**config.mk**
```make
export PLATFORM = sky130hd
export DESIGN_NAME = fifo_wr_arbiter
export DESIGN_NICKNAME = d
export VERILOG_FILES = /design/src/rtl/fifo_pkg.sv /design/src/rtl/fifo_wr_arbiter_rr_pick.sv /design/src/rtl/fifo_wr_arbiter.sv
export SDC_FILE = /design/constraint.sdc
export NUM_CORES = 1
export LEC_CHECK = 0
export BUFFER_PORTS_ARGS = -buffer_cell sky130_fd_sc_hd__buf_2
export CORE_ASPECT_RATIO = 1.25
export CORE_MARGIN = 1
export CORE_UTILIZATION = 45
export CTS_CLUSTER_DIAMETER = 30
export DETAILED_ROUTE_END_ITERATION = 6
export PLACE_DENSITY = 0.92
export SLEW_MARGIN = 20
export SYNTH_ARGS = -nofsm -noshare
export SYNTH_HDL_FRONTEND = slang
export SYNTH_SLANG_ARGS = --single-unit
```
**constraint.sdc**
```tcl
create_clock -name i_clk -period 2.4 [get_ports i_clk]
set_clock_uncertainty 0.1 [all_clocks]
set_input_delay 0.36 -clock i_clk [delete_from_list [all_inputs] [get_ports i_clk]]
set_output_delay 0.36 -clock i_clk [all_outputs]
set_load 0.02 [all_outputs]
```
**src/rtl/fifo_pkg.sv**
```systemverilog
// Shared definitions for the sync_fifo write-side arbiter and sync_fifo benches.
package fifo_pkg;

   localparam int FIFO_DATA_WIDTH = 8;
   localparam int FIFO_DEPTH      = 4;

   typedef enum logic {
      ST_IDLE  = 1'b0,
      ST_GRANT = 1'b1
   } arb_state_e;

   function automatic int clog2_min1(input int value);
      return (value <= 2) ? 1 : $clog2(value);
   endfunction

endpackage

```
**src/rtl/fifo_wr_arbiter_rr_pick.sv**
```systemverilog
// Combinational round-robin selector: first request found after ptr_i, cyclically,
// optionally skipping one index.
module rr_pick
   import fifo_pkg::*;
#(
   parameter int NUM_REQ = 4,
   parameter int PW      = clog2_min1(NUM_REQ)
) (
   input  logic [NUM_REQ-1:0] req_i,
   input  logic [PW-1:0]      ptr_i,
   input  logic               excl_en_i,
   input  logic [PW-1:0]      excl_idx_i,
   output logic               any_o,
   output logic [PW-1:0]      sel_o
);

   logic [NUM_REQ-1:0] req_masked;
   logic [NUM_REQ-1:0] cand;
   logic [PW-1:0]      cand_idx [NUM_REQ];

   // cand[gi] is the request sitting gi+1 positions after the pointer
   generate
      for (genvar gi = 0; gi < NUM_REQ; gi++) begin : g_rot
         logic [PW:0] sum;
         assign req_masked[gi] = req_i[gi] & ~(excl_en_i && (excl_idx_i == PW'(gi)));
         assign sum            = {1'b0, ptr_i} + (PW+1)'(gi + 1);
         assign cand_idx[gi]   = (sum >= (PW+1)'(NUM_REQ)) ? PW'(sum - (PW+1)'(NUM_REQ))
                                                          : PW'(sum);
         assign cand[gi]       = req_masked[cand_idx[gi]];
      end
   endgenerate

   always_comb begin
      any_o = |cand;
      sel_o = '0;
      for (int i = NUM_REQ - 1; i >= 0; i--) begin
         if (cand[i]) begin
            sel_o = cand_idx[i];
         end
      end
   end

endmodule

```
**src/rtl/fifo_wr_arbiter.sv**
```systemverilog
// Round-robin burst arbiter sharing one sync_fifo write port between NUM_REQ producers.
module fifo_wr_arbiter
   import fifo_pkg::*;
#(
   parameter int DATA_WIDTH = FIFO_DATA_WIDTH,
   parameter int NUM_REQ    = 4,
   parameter int BURST_LEN  = 4
) (
   input  logic                          i_clk,
   input  logic                          i_rst,
   input  logic [NUM_REQ-1:0]            i_valid,
   input  logic [NUM_REQ*DATA_WIDTH-1:0] i_data,
   output logic [NUM_REQ-1:0]            o_ready,
   output logic [NUM_REQ-1:0]            o_grant,
   output logic                          o_busy,
   input  logic                          i_fifo_full,
   output logic                          o_fifo_wr_en,
   output logic [DATA_WIDTH-1:0]         o_fifo_data
);

   localparam int            PW        = clog2_min1(NUM_REQ);
   localparam int            CW        = clog2_min1(BURST_LEN + 1);
   localparam logic [CW-1:0] BURST_MAX = CW'(BURST_LEN);

   arb_state_e         state_q, state_d;
   logic [PW-1:0]      gidx_q, gidx_d;
   logic [PW-1:0]      ptr_q, ptr_d;
   logic [NUM_REQ-1:0] grant_q, grant_d;
   logic [CW-1:0]      cnt_q, cnt_d;

   logic          pick_any;
   logic [PW-1:0] pick_sel;
   logic          in_grant;
   logic          cur_valid;
   logic          beat;
   logic          burst_done;
   logic          release_g;

   assign in_grant   = (state_q == ST_GRANT);
   assign cur_valid  = i_valid[gidx_q];
   // Reset gates the write in the very cycle it is sampled, so a burst never leaves a partial beat
   assign beat       = in_grant & cur_valid & ~i_fifo_full & i_rst;
   assign burst_done = beat && ((cnt_q + 1'b1) == BURST_MAX);
   assign release_g  = in_grant & (burst_done | ~cur_valid);

   assign o_fifo_wr_en = beat;
   assign o_ready      = (in_grant & ~i_fifo_full & i_rst) ? grant_q : '0;
   assign o_fifo_data  = (in_grant & i_rst) ? i_data[int'(gidx_q)*DATA_WIDTH +: DATA_WIDTH] : '0;
   assign o_grant      = grant_q;
   assign o_busy       = in_grant;

   // In GRANT the pointer equals the holder, so one selector serves both the idle and release picks
   rr_pick #(
      .NUM_REQ (NUM_REQ),
      .PW      (PW)
   ) u_rr_pick (
      .req_i      (i_valid),
      .ptr_i      (ptr_q),
      .excl_en_i  (in_grant),
      .excl_idx_i (gidx_q),
      .any_o      (pick_any),
      .sel_o      (pick_sel)
   );

   always_comb begin
      state_d = state_q;
      gidx_d  = gidx_q;
      ptr_d   = ptr_q;
      grant_d = grant_q;
      cnt_d   = cnt_q;
      case (state_q)
         ST_IDLE: begin
            if (pick_any) begin
               state_d = ST_GRANT;
               gidx_d  = pick_sel;
               ptr_d   = pick_sel;
               grant_d = NUM_REQ'(1) << pick_sel;
               cnt_d   = '0;
            end
         end
         ST_GRANT: begin
            if (release_g) begin
               if (pick_any) begin
                  gidx_d  = pick_sel;
                  ptr_d   = pick_sel;
                  grant_d = NUM_REQ'(1) << pick_sel;
                  cnt_d   = '0;
               end else if (burst_done) begin
                  cnt_d = '0;
               end else begin
                  state_d = ST_IDLE;
                  grant_d = '0;
                  cnt_d   = '0;
               end
            end else if (beat) begin
               cnt_d = cnt_q + 1'b1;
            end
         end
         default: begin
            state_d = ST_IDLE;
            grant_d = '0;
            cnt_d   = '0;
         end
      endcase
   end

   always_ff @(posedge i_clk) begin
      if (!i_rst) begin
         state_q <= ST_IDLE;
         gidx_q  <= '0;
         ptr_q   <= PW'(NUM_REQ - 1);
         grant_q <= '0;
         cnt_q   <= '0;
      end else begin
         state_q <= state_d;
         gidx_q  <= gidx_d;
         ptr_q   <= ptr_d;
         grant_q <= grant_d;
         cnt_q   <= cnt_d;
      end
   end

endmodule
```
**Word level (Yosys, flattened, before mapping)**

Cells that the tools add are included.

- Bitwise operators: 19
- Shifts and indexed selects: 2
- Order comparisons: 9
- Multiplexer cells: 40
- Add/subtract/negate cells: 9
- Reduce and logical (&&, ||, !) cells: 9
- Eq/ne operators: 8

Operator list:

| kind | number |
|---|---|
| $shiftx A32 B6 Y8 | 1 |
| $mux W2 | 12 |
| $mux W4 | 5 |
| $lt A2 B3 Y1 const B | 5 |
| $ge A3 B3 Y1 const B | 4 |
| $and A1 B1 Y1 | 11 |
| $bmux W1 S2 | 5 |
| $mux W1 | 9 |
| $mux W3 | 3 |
| $mux W8 | 1 |
| $pmux W2 S2 | 2 |
| $pmux W4 S2 | 1 |
| $sub A2 B1 Y2 const B | 4 |
| $not A1 Y1 | 7 |
| $add A2 B2 Y3 const B | 2 |
| $pmux W3 S2 | 1 |
| $logic_and A1 B1 Y1 | 5 |
| $eq A2 B2 Y1 const B | 2 |
| $reduce_or A4 Y1 | 1 |
| $shl A1 B2 Y4 const A | 1 |
| $add A2 B1 Y3 const B | 1 |
| $add A2 B3 Y3 const B | 1 |
| $add A3 B1 Y3 const B | 1 |
| $eq A3 B3 Y1 const B | 1 |
| other kinds (10) | 10 |

- Register bits after elaboration: 12
- Input bits: 39
- Output and inout port bits: 18
- Logic and storage cells: 101

**Logic depth before layout (Yosys ltp)**

Gate-level depths: netlist of the first run.

- Word-level depth: 14
- Gate-level depth with buffers: 7
- Mapped depth without buffers: 7

**Cells and area by module**

Synthesis of the first run repeated with hierarchy kept, for this count alone.

- Cells, all modules: 143
- Area total of the unflattened synthesis: 1,287.5 µm²

By module, submodules not included:

| module | cells each | sequential area each (µm²) | instances | area each (µm²) |
|---|---|---|---|---|
| fifo_wr_arbiter | 96 | 240.2 | 1 | 969.7 |
| rr_pick | 47 | 0.0 | 1 | 317.8 |

**Least setup slack after synthesis of the first run**

OpenSTA, ideal clock, no wires.

- Kind: reg-to-reg
- Start point: register state_q (netlist: o_busy)
- End point: register grant_q[0] (netlist: o_grant[0])
- Required time: 2.208 ns
- Stages on the path, launching flop included: 7
- Path buffers: 1
- Data arrival time: 1.607 ns
- Period minus slack after synthesis: 1.800 ns
- Setup slack: 0.600 ns
- Library setup time: 0.092 ns
- Cell sequence: dfxtp_1 > buf_2 > nor2b_1 > nor3_1 > o21a_1 > or2_2 > o32ai_1

- Longest elaborated chain between the ends: 13
- Elaborated cells between the ends (all ways): 41
- Classes of those cells: eq/ne (3); shift (1); mux (16); bitwise (14); reduce/logical (7)

Ends and longest elaborated chain:

| what | line | text |
|---|---|---|
| start: declaration | fifo_wr_arbiter.sv:25 | `arb_state_e state_q, state_d;` |
| start signal: assignment | fifo_wr_arbiter.sv:115 | `state_q <= state_d;` |
| $logic_and A1 B1 Y1 | fifo_wr_arbiter_rr_pick.sv:25 | `assign req_masked[gi] = req_i[gi] & ~(excl_en_i && (excl_idx_i == PW'(gi)));` |
| $not A1 Y1 | fifo_wr_arbiter_rr_pick.sv:25 |  |
| $and A1 B1 Y1 | fifo_wr_arbiter_rr_pick.sv:25 |  |
| $bmux W1 S2 | fifo_wr_arbiter_rr_pick.sv:29 | `assign cand[gi] = req_masked[cand_idx[gi]];` |
| $mux W1 (not written as such) | fifo_wr_arbiter_rr_pick.sv:29 |  |
| $mux W2 (4 in a row) | fifo_wr_arbiter_rr_pick.sv:37 | `if (cand[i]) begin` |
| $shl A1 B2 Y4 | fifo_wr_arbiter.sv:77, fifo_wr_arbiter.sv:86 |  |
| $mux W4 | fifo_wr_arbiter.sv:83 | `if (pick_any) begin` |
| $mux W4 | fifo_wr_arbiter.sv:82 | `if (release_g) begin` |
| $pmux W4 S2 | fifo_wr_arbiter.sv:71 | `case (state_q)` |
| end signal: assignment | fifo_wr_arbiter.sv:118 | `grant_q <= grant_d;` |
| end: declaration | fifo_wr_arbiter.sv:28 | `logic [NUM_REQ-1:0] grant_q, grant_d;` |

Parallel ways exist; a longest one is shown, timed or not. The select of a mux whose other input is x is not followed.
A chain may end at the register's enable or synchronous reset.

**Final worst setup path of the first run**

- Start point: register gidx_q[0]
- End point: output o_fifo_data[3]

- Longest elaborated chain between the ends: 2

Ends and longest elaborated chain:

| what | line | text |
|---|---|---|
| start: declaration | fifo_wr_arbiter.sv:26 | `logic [PW-1:0] gidx_q, gidx_d;` |
| start signal: assignment | fifo_wr_arbiter.sv:116 | `gidx_q <= gidx_d;` |
| $shiftx A32 B6 Y8 | fifo_wr_arbiter.sv:48 | `assign o_fifo_data = (in_grant & i_rst) ? i_data[int'(gidx_q)*DATA_WIDTH +: DATA_WIDTH] : '0;` |
| $mux W8 | fifo_wr_arbiter.sv:48 |  |
| end: declaration | fifo_wr_arbiter.sv:18 | `output logic [DATA_WIDTH-1:0] o_fifo_data` |

Every way passes these cells.

==> summary by stage, run 1 <==
Global route
The via count of the first global-routing pass was 1073. The global route total overflow is 0. The number of antenna violations at the first check in global routing is 0.

The wire length of the first global-routing pass is 4460 µm. The global-route usage over all layers is 21.5%. The pin count of the biggest net entering global routing is 21.

Power and ir drop
Across the VDD grid, the largest voltage drop is 0.514 mV. The ratio of total power to cell area is 557 nW/µm². The leakage power of the design is 0.000689 µW.

Worst setup path
The kind of cell adding the most delay to the critical path is multiplexers. By startpoint and endpoint, the worst setup path is classified as flip-flop to output pin. Walking the worst path, the cells encountered are buf_12 -> mux4_2 -> and3_1 -> buf_2. The delay of the slowest cell on the worst path is 0.49 ns. The buffering stage count on the worst path with inverters included is 2. The cell at the slowest stage of the critical path is mux4_2. The worst setup path is launched from a flip-flop. The worst setup path is captured at an output pin.

Of all nets on the critical path, the largest fanout is 12. For the worst setup path, the data arrival time is 1.73 ns. STA puts the critical path data required time at 1.94 ns.

Clock network
After clock tree synthesis, the clock-pin slew on the worst setup and hold paths is 0.09 ns. The tree built by TritonCTS fans out to 12 sinks. CTS built an H-tree with a depth of 1. CTS placed an instance of clkbuf_4 at the clock tree root.

Counting the buffers created by CTS gives 3. The CTS tree is yes. The source-to-sink clock delay at the later pin of the worst-skew pair is 0.27 ns. In this run the post-CTS setup repair buffer count came out at 0. The maximum root-to-sink buffer count is 2.

The number of hold buffers added after cts is 0.

STA
The worst hold margin is 0.306 ns. Setup repair after global routing left no endpoint under its margin. The number of failing hold endpoints at the final stage is 0.

The final critical-path required period is 2.19 ns. The worst path uses 91.4% of the clock period. Across all setup checks in the final design, the least slack found is 0.207 ns. Setup violations remaining at the end of the flow were counted as 0. Based on the critical path, the design can be clocked at up to 456 MHz. Measured against its own limit, the worst slew margin works out to 70.0%.

In the final timing run, aggregate negative setup slack is 0 ns. At the pin with the least slew margin, the transition time is 0.439 ns. The number of max-slew violations in the final report is 0.

Logic synthesis
Summed over all instances, the cell type with the most area after synthesis is dfxtp_1. The area fraction of the dominant cell type after synthesis is 22.0%. The proportion of synthesized chip area in sequential cells is 22.0%. The gate count of the mapped netlist is 117. The commonest cells after synthesis are 12 x dfxtp_1, 9 x mux4_2, 9 x nor2_1, 8 x and3_1, 8 x inv_1. The most used flip-flop cell after synthesis is dfxtp_1. The distinct cell type count of the synthesized netlist is 47. During synthesis, Yosys emitted a total of 0 warnings. The post-synthesis async set-or-reset flop share is 0%. The cell area that synthesis handed to floorplanning was 1090 µm². The cell with the most instances after synthesis is dfxtp_1.

Counting every net in the synthesized netlist gives 158. The mean instance size in the synthesized netlist is 9.34 µm². In the post-synthesis netlist, the biggest area contributors are dfxtp_1 22%, mux4_2 19%, and3_1 4.6%. The synthesized design contains 12 register bits. The number of enable flip-flop cells after synthesis is 0.

Routing
The detailed-routing iteration count for the pre-antenna-repair pass is 4. The total number of vias is 1115. The number of routed nets with antenna violations is 0. For this block, the routed nets add up to 2710 µm of wire. In the routed layout, each cell is associated on average with a via count of 5.55.

The first routing iteration left 25 violations. In the routed design, unresolved DRC markers number 0. In the final routed layout, each cell accounts on average for 13.5 µm.

Die
The effective utilization at floorplan is 48.9%. The height of the die is 57.1 µm. From left edge to right edge, the die measures 46.1 µm. Row generation in the floorplan step produced 19 rows. During I/O placement, the number of pins put on the boundary was 57.

The die footprint is 2630 µm². The floorplan core area is 2230 µm².

Placement
At the placement stage, the worst setup path has a slack of 0.296 ns. The number of buffers inserted by port buffering is 56. Routability-driven placement finished with a final weighted congestion of 0.889. Detailed placement ended at an HPWL of 2160 µm.

Final layout
The share of layout cells above drive strength 1 is 49.4%. The fill cell instance count of the final layout is 197. The number of antenna repair diodes is 0. The count of nets after finishing is 212. From synthesis to final layout, the design area changed by 29.8%.

Outcome
The run finished with clean final reports.

Job
The count of max-cap constraint violations is 0.

Hold path
In this run the worst hold path is classified as primary input to flip-flop.
cells in the final DEF (no fill, tap or decap), types with 2 or more instances in the layout:
| master | n |
|---|---|
| mux2i_1 | 5 |
| buf_2 | 56 |
| dfxtp_1 | 10 |
| and3_1 | 8 |
| mux4_2 | 9 |
| inv_1 | 8 |
| dfxtp_2 | 2 |
| nand3b_1 | 2 |
| o32ai_1 | 4 |
| ha_1 | 2 |
| nor2_1 | 9 |
| nor2b_1 | 5 |
| nand2b_1 | 2 |
| and2_1 | 5 |
| clkbuf_4 | 3 |
| o21ai_0 | 2 |
| nand2_1 | 5 |
| nand3_1 | 2 |
worst paths after layout:
path | startpoint | end | slack (ns) | cells past startpoint
hold reg to reg | o_grant[1]$_SDFFE_PN0P_ | o_grant[1]$_SDFFE_PN0P_ | 0.37 | 2
hold / removal | i_rst | ptr_q[1]$_SDFFE_PN1P_ | 0.31 | 2
setup / recovery | gidx_q[0]$_SDFFE_PN0P_ | o_fifo_data[3] | 0.21 | 4
setup reg to reg | o_busy$_SDFF_PN0_ | o_grant[3]$_SDFFE_PN0P_ | 0.37 | 5
timing repair:
action	CTS	global route
endpoints found under the hold margin	0	0
resized for setup	0	2
setup endpoints to repair	0	6
cells by family after synthesis:
| group | count (synthesis) | share of synthesized area, % |
|---|---|---|
| buffers and inverters | 17 | 8.25 |
| multiplexers | 15 | 24.2 |
| AO/OA/AOI/OAI | 22 | 16.8 |
| AND/OR/NAND/NOR | 48 | 25.7 |
| XOR/XNOR | 1 | 0.802 |
| adder cells (fa/ha/maj) | 2 | 2.29 |
| flip-flops | 12 | 22.0 |
layer usage:
layer	up-vias	track usage, %	part of all wire, %
li1	540	-	-
met1	521	28.5	41
met2	52	37.4	53
met3	2	0.633	5.4
met4	0	5.88	0.52
met5	-	0	0
metrics by stage:
stage / instances / utilization, % / total power, µW / cell area (µm²)
after floorplan: 117 / - / 538 / 1090
after global placement: 197 / 61.7 / 615 / 1380
after detailed placement: 197 / 61.7 / 629 / 1380
after CTS: 201 / 63.3 / 789 / 1420
after global routing: 201 / 63.4 / 834 / 1420
final: 201 / 63.4 / 790 / 1420
registers in the layout, summed over array words and instances, names as in the netlist:
name	cells
o_grant	4
cnt_q	3
gidx_q	2
ptr_q	2
o_busy	1
cell type report:
| type | count | area (µm²) | share of cell area [%] |
|---|---|---|---|
| clock buffer | 4 | 36.3 | 2.56 |
| inverter | 8 | 30.0 | 2.12 |
| multi-input combinational | 88 | 762 | 53.8 |
| sequential | 12 | 243 | 17.1 |
| tap | 31 | 38.8 | 2.74 |
| timing repair buffer | 58 | 308 | 21.7 |
power by group:
part	leakage (µW)	internal [µW]	switching (µW)
Clock	0.0000210	92.1	70.0
Combinational	0.000569	185	167
Sequential	0.0000994	227	48.6
No activity file was read; power rests on OpenSTA's default activity.
==> run 2: changes to the inputs <==
--- a/config.mk
+++ b/config.mk
@@ -12,6 +12,7 @@
 export CTS_CLUSTER_DIAMETER = 30
 export DETAILED_ROUTE_END_ITERATION = 6
 export PLACE_DENSITY = 0.92
+export RECOVER_POWER = 50
 export SLEW_MARGIN = 20
 export SYNTH_ARGS = -nofsm -noshare
 export SYNTH_HDL_FRONTEND = slang
==> summary by stage, run 2 (same netlist as run 1, synthesis figures left out) <==
Outcome
The flow ran to the end, and the final reports show no timing, DRC or antenna violations.

Clock network
The TritonCTS buffer count is 3 (unchanged). The clock-pin slew reported for the worst setup and hold paths after clock tree synthesis was 0.09 ns (about the same). The number of clock sinks is 12 (unchanged). The maximum root-to-sink buffer count came to 2 (unchanged).

The number of H-tree levels is 1 (unchanged). The root buffer cell chosen for the clock tree is clkbuf_4. TritonCTS built the clock tree.

The source-to-sink clock delay at the later pin of the worst-skew pair was 0.27 ns (about the same).

Final layout
The number of antenna repair diodes is 0 (unchanged). The relative area change from synthesis to final layout is 27.7%. The library cell used most frequently in the layout, excluding fill and tap cells, is buf_2. The count of nets after finishing is 212 (unchanged).

The number of flip-flops in the largest register is 4 (unchanged). The share of layout cells above drive strength 1 was 43.5% (-5.9 points). The fill cell instance count of the final layout was 200 (+1.5%).

Leaving out fill and tap cells, the most frequent cells in the layout are 48 x buf_2, 10 x dfxtp_1, 9 x mux4_2, 9 x nor2_1.

STA
The portion of the clock cycle consumed by the worst path in the final layout is 91.5% (+0.11 points). The number of max-slew violations in the final report is 0 (unchanged). The final critical-path required period came to 2.20 ns (+0.00255 ns).

The highest clock frequency the design can meet came to 455 MHz (-0.12%). The worst max-slew margin expressed relative to the limit is 70.5% (+0.50 points). The summed negative setup slack over all endpoints is 0 ns (unchanged). The number of failing hold endpoints at the final stage was 0 (unchanged). The slew at the pin closest to its max-slew limit is 0.432 ns (-0.00727 ns).

The setup violation total in the final timing report is 0 (unchanged). Setup repair after global routing left no endpoint under its margin. The worst hold margin is 0.310 ns (+0.00309 ns).

Power and ir drop
The leakage power of the design is 0.000651 µW (-5.5%). The ratio of total power to cell area is 560 nW/µm² (+0.54%). The peak supply drop is 0.513 mV (-0.11%).

Routing
The number of violations reported at the end of detailed-routing iteration 0 is 30 (+20%). The average via count per standard cell is 5.64 (+1.6%). The total number of vias is 1133 (+1.6%). The per-cell routed wire length is 13.6 µm (+0.41%). The number of remaining DRC errors is 0 (unchanged).

The detailed-routing iteration count for the pre-antenna-repair pass is 5 (+1). The number of routed nets with antenna violations came to 0 (unchanged). The total detailed-routing wirelength is 2730 µm (+0.41%).

Die
The effective utilization at floorplan came to 48.9% (unchanged). The overall die width is 46.1 µm (unchanged). The die footprint was 2630 µm² (unchanged). The height of the die came to 57.1 µm (unchanged). The number of placement rows is 19 (unchanged).

The number of placed I/O pins is 57 (unchanged). The floorplan core area is 2230 µm² (unchanged).

Global route
The wire length of the first global-routing pass is 4460 µm (unchanged). The number of antenna violations at the first check in global routing is 0 (unchanged). The via count of the first global-routing pass is 1073 (unchanged). The pin count of the biggest net entering global routing is 21 (unchanged). The global-route usage over all layers was 21.5% (unchanged). The global route total overflow is 0 (unchanged).

Job
The count of max-cap constraint violations was 0 (unchanged).

Worst setup path
The required time at the endpoint of the critical path is 1.94 ns (about the same). The category of the most critical setup path is flip-flop to output pin. The largest driver fanout on the critical path is 12 (unchanged).

The data arrival at the endpoint of the critical path is 1.74 ns (about the same). STA classifies the critical path startpoint as a flip-flop. The kind of capture point of the worst setup path is an output pin.

Placement
The number of buffers inserted by port buffering is 56 (unchanged). The final HPWL from detailed placement came to 2160 µm (unchanged). The global placer's final weighted congestion was 0.889 (unchanged).

Hold path
The classification of the worst-slack hold path is primary input to flip-flop.
==> run 2: critical path: stages, from the launching register on <==
cell and delay (ns):
dfxtp_2 0.45, buf_12 0.18, mux4_2 0.49, and3_1 0.19
buf_2 0.15
==> run 2: path summary, 6_finish.rpt <==
check,start,to,slack (ns),cells after the start
max,gidx_q[0]$_SDFFE_PN0P_,o_fifo_data[3],0.20,4
min,i_rst,ptr_q[1]$_SDFFE_PN1P_,0.31,2
max reg2reg,o_busy$_SDFF_PN0_,o_grant[2]$_SDFFE_PN0P_,0.38,5
min reg2reg,o_grant[1]$_SDFFE_PN0P_,o_grant[1]$_SDFFE_PN0P_,0.38,2
==> run 2: what timing repair did <==
action,CTS,global route
hold buffers,0,0
buffers inserted,0,0
setup endpoints to repair,0,6
gates resized for setup,0,2
==> run 2: per-layer routing <==
layer / vias up / GRT usage [%] / wire (µm)
met5: - / 0 / 0
met2: 64 / 37.4 / 1420
met3: 2 / 0.633 / 185
li1: 541 / - / -
met4: 0 / 5.88 / 14
met1: 526 / 28.5 / 1110
==> run 2: layout make-up <==
cell class | count | area, µm² | area share (%)
clock buffers | 4 | 36.3 | 2.60
inverters | 8 | 30.0 | 2.15
multi-input cells | 88 | 749 | 53.7
repair buffers | 58 | 298 | 21.3
flip-flops and latches | 12 | 243 | 17.4
well taps | 31 | 38.8 | 2.78
==> run 2: where the power goes <==
| part | switching (µW) | internal [µW] | total, µW |
|---|---|---|---|
| clock | 69.4 | 92.1 | 162 |
| combinational | 165 | 179 | 344 |
| sequential | 49.5 | 227 | 276 |
| total | 284 | 498 | 782 |
==> run 2: per-stage QoR <==
step	setup slack, ns	cells	power (µW)	instance area, µm²	utilization (%)
finish	0.204	201	782	1400	62.4
global route	0.128	201	826	1400	62.4
CTS	0.0581	201	789	1420	63.3
detailed placement	0.296	197	629	1380	61.7
global placement	0.382	197	615	1380	61.7
floorplan	0.600	117	538	1090	-
